<file path="config.mk">
export PLATFORM = sky130hd
export DESIGN_NAME = key_stream_matcher
export DESIGN_NICKNAME = d
export VERILOG_FILES = /design/src/rtl/key_stream_matcher.sv
export SDC_FILE = /design/constraint.sdc
export NUM_CORES = 1
export LEC_CHECK = 0
export BUFFER_PORTS_ARGS = -buffer_cell sky130_fd_sc_hd__buf_4
export CORE_MARGIN = 8
export CORE_UTILIZATION = 40
export CTS_BUF_LIST = sky130_fd_sc_hd__clkbuf_8 sky130_fd_sc_hd__clkbuf_16
export CTS_CLUSTER_DIAMETER = 200
export DETAILED_ROUTE_END_ITERATION = 16
export GPL_ROUTABILITY_DRIVEN = 0
export GPL_TIMING_DRIVEN = 0
export RECOVER_POWER = 50
export SLEW_MARGIN = 0
export SYNTH_ARGS = -nofsm -noshare
export SYNTH_HDL_FRONTEND = slang
export SYNTH_SLANG_ARGS = --single-unit
export TNS_END_PERCENT = 100
</file>
<file path="constraint.sdc">
create_clock -name clk_i -period 5.59 [get_ports clk_i]
set_input_delay 0.2795 -clock clk_i [delete_from_list [all_inputs] [get_ports clk_i]]
set_output_delay 0.2795 -clock clk_i [all_outputs]
set_load 0.01 [all_outputs]
</file>
<file path="src/rtl/key_stream_matcher.sv">
// -----------------------------------------------------------------------------
// key_stream_matcher
//
// Passes an Avalon-ST symbol stream through a one-cycle register slice. While
// doing so it searches each packet for a KEY_LEN-symbol key taken from the key
// registers. On the end-of-packet output beat, key_found_o reports whether the
// key occurred anywhere in that packet. match_cnt_o is a saturating count of
// packets in which the key was found.
//
// Ports
//   clk_i, arst_n_i          clock, asynchronous active-low reset
//   pattern_i[REG_DEPTH]     key words; symbol 0 is the most significant byte
//                            of word 0 (bits 0:7 in ascending numbering)
//   wrken_i                  search enable, latched at sop
//   snk_*                    input stream (data/valid/sop/eop, ready out)
//   src_*                    output stream (data/valid/sop/eop, ready in)
//   key_found_o              meaningful only with src_valid_o & src_eop_o
//   match_cnt_o              saturating count of packets containing the key
// -----------------------------------------------------------------------------
module key_stream_matcher #(
  parameter int DATA_WIDTH = 32,
  parameter int REG_DEPTH  = 3,
  parameter int SYMBOL_W   = 8,
  parameter int CNT_W      = 16
) (
  input  logic                  clk_i,
  input  logic                  arst_n_i,
  input  logic [DATA_WIDTH-1:0] pattern_i [REG_DEPTH],
  input  logic                  wrken_i,
  input  logic [SYMBOL_W-1:0]   snk_data_i,
  input  logic                  snk_valid_i,
  input  logic                  snk_sop_i,
  input  logic                  snk_eop_i,
  output logic                  snk_ready_o,
  output logic [SYMBOL_W-1:0]   src_data_o,
  output logic                  src_valid_o,
  output logic                  src_sop_o,
  output logic                  src_eop_o,
  input  logic                  src_ready_i,
  output logic                  key_found_o,
  output logic [CNT_W-1:0]      match_cnt_o
);

  localparam int KEY_LEN       = REG_DEPTH * DATA_WIDTH / SYMBOL_W;
  localparam int SYMS_PER_WORD = DATA_WIDTH / SYMBOL_W;
  localparam int FILL_W        = $clog2(KEY_LEN);
  localparam logic [FILL_W-1:0] FILL_FULL = FILL_W'(KEY_LEN - 1);

  typedef enum logic {IDLE, IN_PKT} state_e;

  state_e              state_q, state_d;
  logic [FILL_W-1:0]   fill_q, fill_d;
  logic                found_q, found_d;
  logic                en_q, en_d;
  logic [SYMBOL_W-1:0] key_q [KEY_LEN];
  logic [SYMBOL_W-1:0] key_d [KEY_LEN];
  logic [SYMBOL_W-1:0] win_q [KEY_LEN-1];   // win_q[0] is the oldest symbol

  logic accept;
  logic searched_beat;
  logic window_match;
  logic hit;
  logic beat_found;

  // Ready depends only on slice state and downstream ready, never on valid.
  assign snk_ready_o   = ~src_valid_o | src_ready_i;
  assign accept        = snk_valid_i & snk_ready_o;
  assign searched_beat = accept & (snk_sop_i | (state_q == IN_PKT));

  // Unpack the key words: symbol 0 sits in the most significant byte.
  always_comb begin
    for (int k = 0; k < KEY_LEN; k++) begin
      key_d[k] = pattern_i[k / SYMS_PER_WORD][DATA_WIDTH-1-SYMBOL_W*(k % SYMS_PER_WORD) -: SYMBOL_W];
    end
  end

  // Window plus current symbol against the latched key, oldest to symbol 0.
  always_comb begin
    window_match = (snk_data_i == key_q[KEY_LEN-1]);
    for (int i = 0; i < KEY_LEN - 1; i++) begin
      if (win_q[i] != key_q[i]) window_match = 1'b0;
    end
  end

  // A sop beat starts a fresh window (fill becomes 1), so it can never hit.
  assign hit = accept & ~snk_sop_i & (state_q == IN_PKT) & en_q &
               (fill_q == FILL_FULL) & window_match;

  assign beat_found = snk_eop_i & ~snk_sop_i & (state_q == IN_PKT) & (found_q | hit);

  // NOTE: every variable driven here gets a default first so no latch is inferred.
  always_comb begin
    state_d = state_q;
    fill_d  = fill_q;
    found_d = found_q;
    en_d    = en_q;
    if (accept) begin
      if (snk_sop_i) begin
        // A sop restarts the search even if the previous packet lacked eop.
        state_d = snk_eop_i ? IDLE : IN_PKT;
        fill_d  = FILL_W'(1);
        found_d = 1'b0;
        en_d    = wrken_i;
      end else if (state_q == IN_PKT) begin
        state_d = snk_eop_i ? IDLE : IN_PKT;
        if (fill_q != FILL_FULL) fill_d = fill_q + FILL_W'(1);
        found_d = ~snk_eop_i & (found_q | hit);
      end
    end
  end

  // NOTE: sequential state uses non-blocking assignments so all registers
  // update together on the edge.
  always_ff @(posedge clk_i or negedge arst_n_i) begin
    if (!arst_n_i) begin
      state_q <= IDLE;
      fill_q  <= '0;
      found_q <= 1'b0;
      en_q    <= 1'b0;
    end else begin
      state_q <= state_d;
      fill_q  <= fill_d;
      found_q <= found_d;
      en_q    <= en_d;
    end
  end

  // NOTE: key and window storage carry no reset; fill and state gate every use,
  // so their contents are don't-care until a sop has loaded them.
  // The window is shifted rather than cleared at sop; stale entries are never
  // compared because fill restarts at 1.
  always_ff @(posedge clk_i) begin
    if (searched_beat) begin
      for (int i = 0; i < KEY_LEN - 2; i++) win_q[i] <= win_q[i+1];
      win_q[KEY_LEN-2] <= snk_data_i;
    end
    if (accept & snk_sop_i) key_q <= key_d;
  end

  // Output register slice and matched-packet counter.
  always_ff @(posedge clk_i or negedge arst_n_i) begin
    if (!arst_n_i) begin
      src_valid_o <= 1'b0;
      src_data_o  <= '0;
      src_sop_o   <= 1'b0;
      src_eop_o   <= 1'b0;
      key_found_o <= 1'b0;
      match_cnt_o <= '0;
    end else begin
      if (accept) begin
        src_valid_o <= 1'b1;
        src_data_o  <= snk_data_i;
        src_sop_o   <= snk_sop_i;
        src_eop_o   <= snk_eop_i;
        key_found_o <= beat_found;
        if (beat_found && (match_cnt_o != {CNT_W{1'b1}})) begin
          match_cnt_o <= match_cnt_o + CNT_W'(1);
        end
      end else if (src_ready_i) begin
        src_valid_o <= 1'b0;
      end
    end
  end

endmodule

</file>
; ---- After elaboration in Yosys (flattened, before gate mapping)
; Memories as Yosys holds them, arrays and structs flattened.
; Index checks and enable logic that the tools add are counted.
[word_totals]
regBits = 131
ramBits = 88
in_bits = 111
wordCells = 89
n_memories = 1
[op_classes]
n_addsub = 2
n_eq_ne = 15
n_mux = 23
bitwise = 18
n_reduce_logical = 8
[mem_list]
columns = name, words, word_bits, read_ports, rd_ports_with_merged_regs, wr, line_no
row1 = win_q, 11, 8, 11, 0, 11, 57  ; logic [SYMBOL_W-1:0] win_q [KEY_LEN-1];
[op_table]
columns = cell, n
row1 = $ne A8 B8 Y1, 11
row2 = $mux W1, 20
row3 = $add A16 B1 Y16 const B, 1
row4 = $ne A16 B16 Y1 const B, 1
row5 = $and A1 B1 Y1, 12
row6 = $mux W4, 3
row7 = $eq A8 B8 Y1, 1
row8 = $reduce_and A2 Y1, 3
row9 = $reduce_bool A2 Y1, 3
row10 = $add A4 B1 Y4 const B, 1
row11 = $eq A4 B4 Y1 const B, 1
row12 = $ne A4 B4 Y1 const B, 1
row13 = $not A1 Y1, 3
row14 = $or A1 B1 Y1, 3
row15 = $reduce_and A3 Y1, 1
row16 = $logic_and A1 B1 Y1, 1

; ---- Logic depth before layout (Yosys ltp)
[logic_depth]
word_depth = 17
mapped_depth = 9
depth_no_buf = 8

; ---- Least setup slack after synthesis
; Ideal clock, no wire load.
[synth_path]
path_type = register -> register
start = register src_valid_o
end = memory win_q[0][0] (enable)
setup_time_ps = 536
t_arrival_ps = 4606
required_ps = 5054
path_slack_ps = 448
path_stages_with_launch = 5
n_path_buf = 1
synth_period_minus_slack_ps = 5142
path_cell_list = dfrtp_1 > nand2b_1 > nand2_1 > buf_1 > nor2_1
[synth_lines]
columns = item, line_no
row1 = from (decl), 36  ; output logic src_valid_o,
row2 = from (signal assigned), 143  ; src_valid_o <= 1'b0;
row3 = from (signal assigned), 151  ; src_valid_o <= 1'b1;
row4 = from (signal assigned), 160  ; src_valid_o <= 1'b0;
row5 = to (decl), 57

; ---- Worst setup path in the final report
[layout_path]
start = register key_q[15] in the netlist's numbering
end = register match_cnt_o[14]
[layout_between]
elab_chain_cells = 7
[layout_lines]
columns = item, line_no
row1 = from (decl), 55  ; logic [SYMBOL_W-1:0] key_q [KEY_LEN];
row2 = from (signal assigned), 137  ; if (accept & snk_sop_i) key_q <= key_d;
row3 = $ne A8 B8 Y1, 81  ; if (win_q[i] != key_q[i]) window_match = 1'b0;
row4 = $mux W1, 81
row5 = $and A1 B1 Y1, 87  ; (fill_q == FILL_FULL) & window_match;
row6 = $or A1 B1 Y1, 89  ; assign beat_found = snk_eop_i & ~snk_sop_i & (state_q == IN_PKT) & (found_q | hit);
row7 = $and A1 B1 Y1, 89
row8 = $logic_and A1 B1 Y1, 156  ; if (beat_found && (match_cnt_o != {CNT_W{1'b1}})) begin
row9 = $reduce_and A2 Y1 (no line), --
row10 = to (signal assigned), 157  ; match_cnt_o <= match_cnt_o + CNT_W'(1);
row11 = to (decl), 41  ; output logic [CNT_W-1:0] match_cnt_o
; Every way passes these cells.
; A chain may end at the register's enable or synchronous reset.

==> run summary <==
The flow ran to the end, but the final reports show violations. The final reports fail on max-capacitance violations, max-slew violations. The worst setup path is captured at a register. Aggregate global-route resource usage: 0.158. The final period utilization is 0.536. The share of flip-flops with an asynchronous set or reset was 0.160. For the final routed wirelength across all metal layers, the log shows 20400 um.

The synthesized-area fraction occupied by ao, oa, aoi and oai cells came out at 0.0378. The run gives 4.38 nW as the leakage power. The logs give 1 for the max-capacitance violation count and 14300 um for the placed wire-length estimate after detailed placement.

Setup repair after global routing left no endpoint under its margin. The run gives 3.71 mW as the total power draw. Final routed DRC violation total: 0. The first global-routing pass estimated 31600 um of wire.

Antenna diode count: 0. Actual transition at the worst max-transition pin: 1.89 ns. The core region is 20800 um2. Synthesis inferred 219 register bits. The detailed-route wire length per cell came out at 19.1 um. The routed design uses 10200 um of met2 wire. The per-instance average area after synthesis is 16.6 um2, and the synthesized-area fraction occupied by adder cells is 0.00300. The tools report the final net count as 889. Sequential cell area fraction in the yosys report: 0.767. The multiplexer area fraction after synthesis is 0.00375, and the reg-to-reg setup timing slack is 2.59 ns. The headroom to the max-slew limit was -0.261.

The number of vias in the routed layout was 5105; the number of synthesized flops with an enable pin was 184. Most used flip-flop cell after synthesis: edfxtp_1. The warning count from the yosys run is 0, and the number of buffers inserted during clock tree synthesis is 24.

For the number of detailed-routing iterations run before antenna repair, the log shows 4. After detailed routing, the wire length on met1 is 8520 um. Entering global routing, the biggest net connects 72 pins. The logs give 5701 for the via count of the first global-routing pass and 362 for the detailed router's first-iteration violation count. For the distinct cell type count after synthesis, the log shows 47. For the final routed database, the setup TNS stands at 0 ns. The cell count after synthesis came out at 502.

In the post-synthesis netlist, the cell with the most instances is edfxtp_1. The tools report the effective utilization at floorplan as 0.402. The die is 160 um wide. For the area of the mapped netlist, the log shows 8350 um2. On the final layout, the worst clock skew is 0.0116 ns.

The fraction of post-synthesis cell area in the top cell type by area is 0.662. The power per cell area is 322 nW/um2, and the final-report hold violation count is 0. Hold timing on the final database bottoms out at a slack of 0.0846 ns. TritonCTS built the clock tree.

After detailed routing, the number of vias per cell comes to 4.79. The count of instances resized after the clock tree is built is 0. The clock transition at the registers of the reported paths was 0.06 ns.

Counting along the longest clock path gives a buffer depth of 3. Setup violations remaining at the end of the flow were counted as 0. For this run the aggregate overflow at the end of global routing stands at 0. The largest family of logic cells by synthesized area was simple AND/OR/NAND/NOR gates.

Data on the critical path arrives at its endpoint at 3.38 ns. Sorting the synthesized cells by area gives the leading types as edfxtp_1 (66%), dfrtp_1 (10%), xnor2_1 (4.1%). Initial antenna violation count: 0.

Kind of critical path: reg -> reg. The category of the worst setup path launch point was a register. The area share of and/or/nand/nor cells after synthesis was 0.0941; the number of cell rows was 53. The post-synthesis share of cell area spent on xor and xnor gates works out to 0.0808.

The top metal layer carrying routed signals was met4. The floorplan die area is 25800 um2. The number of I/O port buffers works out to 139.

The run gives 1 as the H-tree depth. The tools report the count of pins over their slew limit as 36. The top-level I/O count came out at 140. The tree is rooted in a clkbuf_16. The number of nets with antenna violations after routing was 0; the post-route core utilization was 0.555. The fraction of layout cells with a size suffix above 1 works out to 0.205. The achievable frequency is 334 MHz, and the largest fanout of any net on the critical path is 10. The cell type with the highest aggregate area in the netlist was edfxtp_1. For the worst setup path, the data required time is 5.97 ns. The count of clock tree sinks came out at 219. The min-delay analysis places its worst path in the category in -> reg. The area growth from synthesis to layout works out to 38.0%. Clock latency of the later-clocked register in the worst-skew pair: 0.50 ns. After synthesis, the most frequently instantiated cells are edfxtp_1 (184), nand2_1 (44), xnor2_1 (39). Summed over all nets, wire length on met3 after detailed routing comes to 1200 um.

Once placement finished, the instance area stood at 9810 um2. Counting every net in the synthesized netlist gives 615. Die extent in y: 160 um.

With fillers left out, the area of the finished cells amounts to 11500 um2. The final period demand of the worst path was 3.00 ns. The tools report the largest voltage drop on the vdd net as 0.000211 V.
-- cell usage in the layout (no fill, tap or decap), types with 22 or more instances in the layout --
cell type	instances
buf_4	22
clkbuf_1	28
clkbuf_16	25
clkbuf_4	91
dfrtp_1	35
dlygate4sd3_1	106
edfxtp_1	184
inv_1	29
nand2_1	44
xnor2_1	39
xor2_1	38
-- flip-flops by register name, summed over array words and instances (netlist names) --
signal	count
match_cnt_o	16
key_q	96
src_sop_o	1
state_q	1
src_eop_o	1
key_found_o	1
win_q	88
src_valid_o	1
found_q	1
src_data_o	8
en_q	1
fill_q	4
-- repair_timing --
item                      4_1_cts  5_1_grt
hold endpoints to repair      144        0
setup buffers                   0        0
hold buffers                  106        0
-- cell type report --
type,instances,area [um2]
Inverter,25,96.3
Tap cell,275,344
Clock inverter,16,115
Multi-Input combinational cell,254,1840
Clock buffer,25,626
Buffer,4,22.5
Timing Repair Buffer,248,2070
Sequential cell,219,6400
Fill cell,1642,9240
-- kinds of logic after synthesis --
kind of cell    count (synthesis)
simple gates                  140
mux                             3
compound gates                 32
flops                         219
fa+ha+maj                       2
buf+inv                        29
xor+xnor                       77
-- worst max-delay path, stage by stage (launching register included) --
cell	delay, ns
edfxtp_1	0.42
or2b_2	0.18
o2111ai_1	0.08
a2111oi_0	0.62
and4_1	0.31
a41oi_2	0.23
a311oi_4	0.51
buf_6	0.21
nand4_1	0.14
xnor2_1	0.17
-- worst paths after layout --
kind,to,start,cells past startpoint
worst max-delay path,match_cnt_o[14],key_q[15],9
worst min-delay path,fill_q[1],snk_sop_i,3
worst max register to register,match_cnt_o[14],key_q[15],9
worst min register to register,win_q[8][3],win_q[9][3],0
max in group asynchronous,match_cnt_o[11],arst_n_i,2
min in group asynchronous,match_cnt_o[13],arst_n_i,2
-- power by group --
group | switching (mW) | total, mW | internal (mW) | leakage, nW
Clock | 0.587 | 1.48 | 0.890 | 0.382
Combinational | 0.136 | 0.293 | 0.157 | 1.83
Sequential | 0.0599 | 1.94 | 1.88 | 2.17
-- routing by layer --
metal  track usage  vias up
met5             0        -
met4        0.0370        0
met2         0.268      152
li1              -     2404
met1         0.199     2517
met3        0.0394       32
-- stage by stage --
stage                     std cells  worst slack [ns]
after global placement          916             -1.25
after CTS                      1066              2.55
after detailed placement        919              2.57
after global routing           1066              2.44
final                          1066              2.59
after floorplan                 502             0.448
(Power assumes the default switching activity.)
